File: src/rtl/gpu_fill_engine_if.sv
// gpu_fill_engine_if
//   Fill dispatch and pixel write bundle for gpu_fill_engine.
//   Request side:  run_fill_i, corner coordinates x1/y1/x2/y2, colour r/g/b.
//   Status side:   finished_fill_o (one-cycle pulse), busy_o.
//   Pixel side:    pixel_valid_o / pixel_ready_i handshake, pixel_addr_o, pixel_rgb_o.
//   Modports:
//     slave  - the fill engine (consumes requests, produces pixel writes)
//     master - the environment (command controller plus frame-buffer arbiter)
interface gpu_fill_engine_if #(
  parameter int WIDTH_BITS   = 10,
  parameter int HEIGHT_BITS  = 9,
  parameter int CHANNEL_BITS = 8,
  parameter int ADDR_BITS    = 19
);
  logic                      run_fill_i;
  logic [WIDTH_BITS-1:0]     x1_i;
  logic [HEIGHT_BITS-1:0]    y1_i;
  logic [WIDTH_BITS-1:0]     x2_i;
  logic [HEIGHT_BITS-1:0]    y2_i;
  logic [CHANNEL_BITS-1:0]   r_i;
  logic [CHANNEL_BITS-1:0]   g_i;
  logic [CHANNEL_BITS-1:0]   b_i;
  logic                      pixel_ready_i;
  logic                      pixel_valid_o;
  logic [ADDR_BITS-1:0]      pixel_addr_o;
  logic [3*CHANNEL_BITS-1:0] pixel_rgb_o;
  logic                      finished_fill_o;
  logic                      busy_o;

  modport slave (
    input  run_fill_i, x1_i, y1_i, x2_i, y2_i, r_i, g_i, b_i, pixel_ready_i,
    output pixel_valid_o, pixel_addr_o, pixel_rgb_o, finished_fill_o, busy_o
  );

  modport master (
    output run_fill_i, x1_i, y1_i, x2_i, y2_i, r_i, g_i, b_i, pixel_ready_i,
    input  pixel_valid_o, pixel_addr_o, pixel_rgb_o, finished_fill_o, busy_o
  );
endinterface

File: src/rtl/gpu_fill_engine.sv
// gpu_fill_engine
//   Rectangle fill responder. Takes a fill request (two corners + colour),
//   emits one frame-buffer write per covered pixel in raster order over a
//   valid/ready port, then pulses finished_fill_o for one cycle.
//   Ports:
//     clk    - system clock
//     n_rst  - asynchronous active-low reset (aborts any fill in progress)
//     bus    - gpu_fill_engine_if.slave: request, status and pixel write port
//   Optional build macro:
//     GPU_FILL_CLIP_EN - clamp sorted corners to the visible frame
//                        (x <= SCREEN_W-1, y <= SCREEN_H-1). Without it the
//                        coordinates are used as given and addresses wrap
//                        modulo 2^ADDR_BITS.
module gpu_fill_engine #(
  parameter int SCREEN_W     = 640,
  parameter int SCREEN_H     = 480,
  parameter int WIDTH_BITS   = 10,
  parameter int HEIGHT_BITS  = 9,
  parameter int CHANNEL_BITS = 8,
  parameter int ADDR_BITS    = 19
) (
  input  logic               clk,
  input  logic               n_rst,
  gpu_fill_engine_if.slave   bus
);

  localparam logic [ADDR_BITS-1:0] ROW_STRIDE = ADDR_BITS'(SCREEN_W);

  typedef enum logic [1:0] {IDLE, SETUP, DRAW, DONE} state_t;

  typedef struct packed {
    logic [WIDTH_BITS-1:0]     xmin;
    logic [WIDTH_BITS-1:0]     xmax;
    logic [HEIGHT_BITS-1:0]    ymin;
    logic [HEIGHT_BITS-1:0]    ymax;
    logic [3*CHANNEL_BITS-1:0] rgb;
  } rect_t;

  state_t                 state;
  rect_t                  rect;
  rect_t                  req;
  logic [WIDTH_BITS-1:0]  x;
  logic [HEIGHT_BITS-1:0] y;
  logic [ADDR_BITS-1:0]   row_base;
  logic [ADDR_BITS-1:0]   row_base_init;
  logic [ADDR_BITS-1:0]   addr;
  logic                   valid;
  logic                   finished;
  logic                   busy;

  // Sort the corners (and optionally clamp) so the draw loop only ever
  // walks upward from min to max.
  always_comb begin
    req      = '0;
    req.xmin = (bus.x1_i < bus.x2_i) ? bus.x1_i : bus.x2_i;
    req.xmax = (bus.x1_i < bus.x2_i) ? bus.x2_i : bus.x1_i;
    req.ymin = (bus.y1_i < bus.y2_i) ? bus.y1_i : bus.y2_i;
    req.ymax = (bus.y1_i < bus.y2_i) ? bus.y2_i : bus.y1_i;
    req.rgb  = {bus.r_i, bus.g_i, bus.b_i};
`ifdef GPU_FILL_CLIP_EN
    if ({1'b0, req.xmin} >= (WIDTH_BITS+1)'(SCREEN_W))  req.xmin = WIDTH_BITS'(SCREEN_W-1);
    if ({1'b0, req.xmax} >= (WIDTH_BITS+1)'(SCREEN_W))  req.xmax = WIDTH_BITS'(SCREEN_W-1);
    if ({1'b0, req.ymin} >= (HEIGHT_BITS+1)'(SCREEN_H)) req.ymin = HEIGHT_BITS'(SCREEN_H-1);
    if ({1'b0, req.ymax} >= (HEIGHT_BITS+1)'(SCREEN_H)) req.ymax = HEIGHT_BITS'(SCREEN_H-1);
`endif
  end

  // Only multiply in SETUP; constant coefficient, so this reduces to shift/add.
  assign row_base_init = ADDR_BITS'(rect.ymin) * ROW_STRIDE;

  always_ff @(posedge clk or negedge n_rst) begin
    if (!n_rst) begin
      state    <= IDLE;
      rect     <= '0;
      x        <= '0;
      y        <= '0;
      row_base <= '0;
      addr     <= '0;
      valid    <= 1'b0;
      finished <= 1'b0;
      busy     <= 1'b0;
    end else begin
      case (state)
        IDLE: begin
          if (bus.run_fill_i) begin
            rect  <= req;
            busy  <= 1'b1;
            state <= SETUP;
          end
        end
        SETUP: begin
          row_base <= row_base_init;
          x        <= rect.xmin;
          y        <= rect.ymin;
          addr     <= row_base_init + ADDR_BITS'(rect.xmin);
          valid    <= 1'b1;
          state    <= DRAW;
        end
        DRAW: begin
          // Address/colour are held until the arbiter takes the write.
          if (bus.pixel_ready_i) begin
            if (x < rect.xmax) begin
              x    <= x + 1'b1;
              addr <= addr + 1'b1;
            end else if (y < rect.ymax) begin
              x        <= rect.xmin;
              y        <= y + 1'b1;
              row_base <= row_base + ROW_STRIDE;
              addr     <= row_base + ROW_STRIDE + ADDR_BITS'(rect.xmin);
            end else begin
              valid    <= 1'b0;
              finished <= 1'b1;
              state    <= DONE;
            end
          end
        end
        DONE: begin
          // run_fill_i is still high here; it is not looked at until IDLE.
          finished <= 1'b0;
          busy     <= 1'b0;
          state    <= IDLE;
        end
        default: begin
          valid    <= 1'b0;
          finished <= 1'b0;
          busy     <= 1'b0;
          state    <= IDLE;
        end
      endcase
    end
  end

  assign bus.pixel_valid_o   = valid;
  assign bus.pixel_addr_o    = addr;
  assign bus.pixel_rgb_o     = rect.rgb;
  assign bus.finished_fill_o = finished;
  assign bus.busy_o          = busy;

endmodule

File: src/flat_wrapper.sv
// flat-port wrapper written by rule: the top's interface ports become plain ports
module gpu_fill_engine_flat 
#(
  parameter int SCREEN_W     = 640,
  parameter int SCREEN_H     = 480,
  parameter int WIDTH_BITS   = 10,
  parameter int HEIGHT_BITS  = 9,
  parameter int CHANNEL_BITS = 8,
  parameter int ADDR_BITS    = 19
)
  (clk, n_rst, bus_run_fill_i, bus_x1_i, bus_y1_i, bus_x2_i, bus_y2_i, bus_r_i, bus_g_i, bus_b_i, bus_pixel_ready_i, bus_pixel_valid_o, bus_pixel_addr_o, bus_pixel_rgb_o, bus_finished_fill_o, bus_busy_o);
  gpu_fill_engine_if #(.WIDTH_BITS(WIDTH_BITS), .HEIGHT_BITS(HEIGHT_BITS), .CHANNEL_BITS(CHANNEL_BITS), .ADDR_BITS(ADDR_BITS)) bus_i ();
  input  logic clk;
  input  logic n_rst;
  input wire logic [$bits(bus_i.run_fill_i)-1:0] bus_run_fill_i;
  input wire logic [$bits(bus_i.x1_i)-1:0] bus_x1_i;
  input wire logic [$bits(bus_i.y1_i)-1:0] bus_y1_i;
  input wire logic [$bits(bus_i.x2_i)-1:0] bus_x2_i;
  input wire logic [$bits(bus_i.y2_i)-1:0] bus_y2_i;
  input wire logic [$bits(bus_i.r_i)-1:0] bus_r_i;
  input wire logic [$bits(bus_i.g_i)-1:0] bus_g_i;
  input wire logic [$bits(bus_i.b_i)-1:0] bus_b_i;
  input wire logic [$bits(bus_i.pixel_ready_i)-1:0] bus_pixel_ready_i;
  output wire logic [$bits(bus_i.pixel_valid_o)-1:0] bus_pixel_valid_o;
  output wire logic [$bits(bus_i.pixel_addr_o)-1:0] bus_pixel_addr_o;
  output wire logic [$bits(bus_i.pixel_rgb_o)-1:0] bus_pixel_rgb_o;
  output wire logic [$bits(bus_i.finished_fill_o)-1:0] bus_finished_fill_o;
  output wire logic [$bits(bus_i.busy_o)-1:0] bus_busy_o;
  assign bus_i.run_fill_i = bus_run_fill_i;
  assign bus_i.x1_i = bus_x1_i;
  assign bus_i.y1_i = bus_y1_i;
  assign bus_i.x2_i = bus_x2_i;
  assign bus_i.y2_i = bus_y2_i;
  assign bus_i.r_i = bus_r_i;
  assign bus_i.g_i = bus_g_i;
  assign bus_i.b_i = bus_b_i;
  assign bus_i.pixel_ready_i = bus_pixel_ready_i;
  assign bus_pixel_valid_o = bus_i.pixel_valid_o;
  assign bus_pixel_addr_o = bus_i.pixel_addr_o;
  assign bus_pixel_rgb_o = bus_i.pixel_rgb_o;
  assign bus_finished_fill_o = bus_i.finished_fill_o;
  assign bus_busy_o = bus_i.busy_o;
  gpu_fill_engine #(.SCREEN_W(SCREEN_W), .SCREEN_H(SCREEN_H), .WIDTH_BITS(WIDTH_BITS), .HEIGHT_BITS(HEIGHT_BITS), .CHANNEL_BITS(CHANNEL_BITS), .ADDR_BITS(ADDR_BITS)) u_core (.clk(clk), .n_rst(n_rst), .bus(bus_i));
endmodule
File: config.mk
export PLATFORM = sky130hd
export DESIGN_NAME = gpu_fill_engine_flat
export DESIGN_NICKNAME = d
export VERILOG_FILES = /design/src/rtl/gpu_fill_engine_if.sv /design/src/rtl/gpu_fill_engine.sv /design/src/flat_wrapper.sv
export SDC_FILE = /design/constraint.sdc
export NUM_CORES = 1
export LEC_CHECK = 0
export CAP_MARGIN = 20
export CELL_PAD_IN_SITES_DETAIL_PLACEMENT = 1
export CELL_PAD_IN_SITES_GLOBAL_PLACEMENT = 1
export CORE_UTILIZATION = 52
export DETAILED_ROUTE_END_ITERATION = 8
export DONT_BUFFER_PORTS = 1
export PLACE_DENSITY_LB_ADDON = 0.1
export SLEW_MARGIN = 20
export SYNTH_ARGS = -nofsm -noshare
export SYNTH_HDL_FRONTEND = slang
export SYNTH_SLANG_ARGS = --single-unit
export TNS_END_PERCENT = 1
File: constraint.sdc
create_clock -name clk -period 6.2 [get_ports clk]
set_input_delay 1.24 -clock clk [delete_from_list [all_inputs] [get_ports clk]]
set_output_delay 1.24 -clock clk [all_outputs]
set_load 0.1 [all_outputs]
Word level (Yosys, flattened, before mapping)
Index checks and enable logic that the tools add are counted.
Storage, ports and cells
  flip-flop bits (word level): 124
  input bits: 66
  output and inout port bits: 46
  logic and storage cells: 79
Operators by class
  add/sub/neg operators: 6
  multiply operators: 1
  $lt $le $gt $ge: 4
  equality and inequality tests: 9
  multiplexer cells: 35
  reductions and logical operators: 11
Operator list (count)
  $mux 19: 6
  $pmux 19 s2: 2
  $mux 10: 5
  $mux 9: 5
  $add 19x10->19: 2
  $lt 10x10->1: 2
  $pmux 10 s2: 1
  $add 19x1->19 const B: 1
  $add 19x10->19 const B: 1
  $lt 9x9->1: 2
  $pmux 9 s2: 1
  $reduce_and 4->1: 4
  $mul 9x3->12 const B: 1
  $add 10x1->10 const B: 1
  $add 9x1->9 const B: 1
  $mux 2: 4
  $ne 2x2->1 const B: 4
  $pmux 2 s4: 1
  $mux 1: 7
  $pmux 1 s2: 3
  $reduce_bool 2->1: 3
  $eq 2x2->1 const B: 2
  $reduce_and 2->1: 2
  $ne 3x1->1 const B: 1
  other kinds (4): 4

Longest topological paths before layout
  depth in word-level cells: 6
  depth in mapped cells: 11
  mapped depth without buffers: 11

Worst setup path after synthesis
OpenSTA, ideal clock, no wires.
  kind: input-to-reg
  from: in bus_y2_i[1]
  to: reg u_core.rect[24] (netlist bit)
  library setup time: 0.134 ns
  arrival time: 2.869 ns
  data required time: 6.066 ns
  slack: 3.197 ns
  stages on the path: 11
  path buffers: 2
  cells stage by stage: inv_1 > ha_1 > a21o_1 > a21o_1 > a21oi_1 > o21ai_1 > o41ai_1 > buf_4 > buf_6 > mux2i_1 > o21ai_0
On the way
  word-level cells in the longest chain between the ends: 2
Ends and longest elaborated chain
  start, declared: RTL line flat_wrapper.sv:19  | input wire logic [$bits(bus_i.y2_i)-1:0] bus_y2_i;
  $lt 9x9->1: RTL line gpu_fill_engine.sv:58  | req.ymax = (bus.y1_i < bus.y2_i) ? bus.y2_i : bus.y1_i;
  $mux 9: RTL line gpu_fill_engine.sv:58
  end signal, assigned: RTL line gpu_fill_engine.sv:86  | rect <= req;
  end, declared: RTL line gpu_fill_engine.sv:40  | rect_t rect;
No other way between the ends.
A chain may end at the register's enable or synchronous reset.

Worst setup path after layout
  from: reg u_core.x[5]
  to: reg u_core.addr[18], in the netlist u_core.bus.pixel_addr_o[18]
On the way
  word-level cells in the longest chain between the ends: 4
  elaborated cells on any way between the ends: 6
  those cells by class: order compare: 1; eq/ne: 1; mux: 3; reduce/logical: 1
Ends and longest elaborated chain
  start, declared: RTL line gpu_fill_engine.sv:42  | logic [WIDTH_BITS-1:0] x;
  start signal, assigned: RTL line gpu_fill_engine.sv:93  | x <= rect.xmin;
  start signal, assigned: RTL line gpu_fill_engine.sv:103  | x <= x + 1'b1;
  start signal, assigned: RTL line gpu_fill_engine.sv:106  | x <= rect.xmin;
  $lt 10x10->1 *: RTL line gpu_fill_engine.sv:102  | if (x < rect.xmax) begin
  $mux 19: RTL line gpu_fill_engine.sv:102
  $mux 19: RTL line gpu_fill_engine.sv:101  | if (bus.pixel_ready_i) begin
  $pmux 19 s2: RTL line gpu_fill_engine.sv:83  | case (state)
  end signal, assigned: RTL line gpu_fill_engine.sv:95  | addr <= row_base_init + ADDR_BITS'(rect.xmin);
  end signal, assigned: RTL line gpu_fill_engine.sv:104  | addr <= addr + 1'b1;
  end signal, assigned: RTL line gpu_fill_engine.sv:109  | addr <= row_base + ROW_STRIDE + ADDR_BITS'(rect.xmin);
  end, declared: RTL line gpu_fill_engine.sv:46  | logic [ADDR_BITS-1:0] addr;
Mark *: on every way between the ends. The rest lies on a longest branch, timed or not. The select of a mux whose other input is x is not followed.

==> results_dict.tcl <==
set metrics [dict create \
    multi_input_area_um2 4720 \
    reg2reg_to "u_core.bus.pixel_addr_o[18]" \
    cts_root_buffer "clkbuf_16" \
    dr.pass1.iters 4 \
    worstPathCellList "ha_1, a2111oi_0, o21a_1, o21a_1, nand2_1, o32ai_1, a21oi_1, o22a_1" \
    place_congestion 0.871 \
    skew_ns 0.0109 \
    setup_tns_ns 0 \
    ctsHtreeMaxLevel 4 \
    cts.sinks 117 \
    syn_to_final_growth_pct 7.18 \
    cp.required_ns 6.51 \
    synth-edff-count 0 \
    grtUsageTotal 0.309 \
    die_h_um 128 \
    synth_area_per_cell_um2 8.34 \
    status "finished clean" \
    path_common_cell "o21a_1" \
    final_antenna_net_count 0 \
    ys_warn_count 0 \
    rsz0062_at_grt "false" \
    synth_top_cell_by_area "dfrtp_1" \
    slowest_stage "o21a_1" \
    cts_buffer_depth 2 \
    reg2reg_from "u_core.x[5]" \
    reg2regPathDepth 8 \
    cp-end-kind "flip-flop" \
    yosysSeqAreaShare 0.356 \
    insertion_delay_ns 0.43 \
    register_area_um2 2930 \
    vias 7222 \
    wire_per_inst_um 20.9 \
    grt_max_degree 118 \
    avgViaCountPerCell 6.23 \
    final_nets 1066 \
    grt_pass1_wl_mm 39.3 \
    start_util 0.537 \
    dieArea_um2 16300 \
    synthFlopType "dfrtp_1" \
    max_freq_mhz 283 \
    dp_hpwl_mm 16.7 \
    arrival_ns 3.84 \
    crit_start "u_core.x[5]" \
    crit_family "compound AO/OA/AOI/OAI gates" \
    nFillCells 1856 \
    ys_types 66 \
    finalSetupViolations 0 \
    io_pins 112 \
    slew_headroom 0.257 \
    die_w_um 128 \
    async_flop_share 1.00 \
    grt-ovfl-total 0 \
    crit_fanout 16 \
    syn_area_um2 8220 \
    ys_ff_latch 117 \
    wirelength_mm 24.2 \
    min_period_over_period 0.570 \
    path_buf_inv 0 \
    rows 45 \
    synth_fp_nets 1116 \
    synth_area_leaders "dfrtp_1, ha_1, nand2_1" \
    netlist.area_leader.share 0.356 \
    cp.depth 8 \
    drv_slew 0 \
    drive_gt1_frac 0.0558 \
    drc 0 \
    post_cts_resize_count 0 \
    io_buffers 0 \
    criticalPathCategory "flip-flop to flip-flop" \
    postCtsHoldBufs 0 \
    layout_min_cycle_time_ns 3.53 \
    coreArea_um2 15300 \
    cap_violations 0 \
    hp-class "input port to asynchronous set/reset pin" \
    post_cts_buffers 0 \
    grt_pass1_vias 7683 \
    antenna_found_initial 0 \
    r2r_setup_slack_ns 2.67 \
    drt_iter0_markers 367 \
    hold_viol 0 \
    start_kind "flip-flop" \
    cp-endpoint "u_core.bus.pixel_addr_o[18]" \
    utilization 0.575 \
    clk_pin_slew_ns 0.06 \
    syn_inst 986 \
    tightest_slew_ns 1.11 \
    cts_tree "built" \
    antenna_cells 0 \
    slowest_delay_ns 0.59 \
    cts_inserted_buffers 17 \
]
synthesized netlist by cell type, drive strengths merged, types with 14 or more instances:
library cell  number
xor2              23
inv               49
nor2              72
o21ai             68
xnor2             18
clkbuf            36
o22ai             14
a21oi             88
nand2            156
mux2i             40
ha                62
buf               41
dfrtp            117
nor3              19
a21o              14
nand3             39
cells by family after synthesis:
family | count (synthesis) | synth area share
DFF | 117 | 0.356
other | 1 | 0.000456
adders and majority gates | 64 | 0.0992
AOI/OAI and AO/OA | 249 | 0.185
buffers and inverters | 126 | 0.0741
muxes | 40 | 0.0487
and+or+nand+nor | 348 | 0.193
xor gates and xnor gates | 41 | 0.0437
layout by cell type, fill, tap and decap left out, drive strengths merged, types with 12 or more instances in the layout:
cell type  instances
mux2i             40
nor2              72
nand3             39
a21o              14
inv               55
dfrtp            117
ha                62
o21ai             68
o22ai             14
a21oi             88
xnor2             18
nor3              19
xor2              23
clkbuf            17
and3              12
nand2            156
routing by layer:
layer  track usage  up-vias  wire (um)
li1              -     3347          -
met1         0.370     3626      10400
met2         0.535      205      12000
met3        0.0747       44       1300
met4         0.118        0        551
met5             0        -          0
per-stage QoR:
step / cell area, um^2 / hold WS, ns / std cells / setup slack [ns]
detailed placement: 8140 / 0.494 / 1126 / 2.75
global route: 8810 / 0.495 / 1160 / 2.52
floorplan: 8220 / 0.442 / 986 / 3.20
global placement: 8130 / 0.465 / 1126 / 2.91
finish: 8810 / 0.507 / 1160 / 2.67
CTS: 8780 / 0.495 / 1158 / 2.73
how the worst min path moves through the flow:
stage	slack [ns]	cells past startpoint	start	end
floorplan	0.44	2	u_core.rect[24]	u_core.rect[24]
finish	0.51	0	n_rst	u_core.bus.pixel_addr_o[14]
detailed placement	0.49	2	u_core.rect[24]	u_core.rect[24]
global route	0.50	0	n_rst	u_core.bus.pixel_addr_o[15]
CTS	0.49	0	n_rst	u_core.bus.pixel_addr_o[14]
global placement	0.46	2	u_core.rect[24]	u_core.rect[24]
layout make-up:
type | instances | area share
multi-input cells | 743 | 0.536
flip-flops and latches | 117 | 0.332
clock buffers | 17 | 0.0483
well taps | 211 | 0.0300
clock inverters | 15 | 0.0246
inverters | 49 | 0.0209
repair buffers | 8 | 0.00852
state kept, by name (all words and copies together) (netlist names):
signal,cells
u_core.bus.busy_o,1
u_core.bus.finished_fill_o,1
u_core.bus.pixel_addr_o,19
u_core.bus.pixel_rgb_o,24
u_core.bus.pixel_valid_o,1
u_core.rect,38
u_core.row_base,12
u_core.state,2
u_core.x,10
u_core.y,9
Power is not shown: default switching activity piles up to over one toggle a cycle in this logic, so the estimate is an artifact.
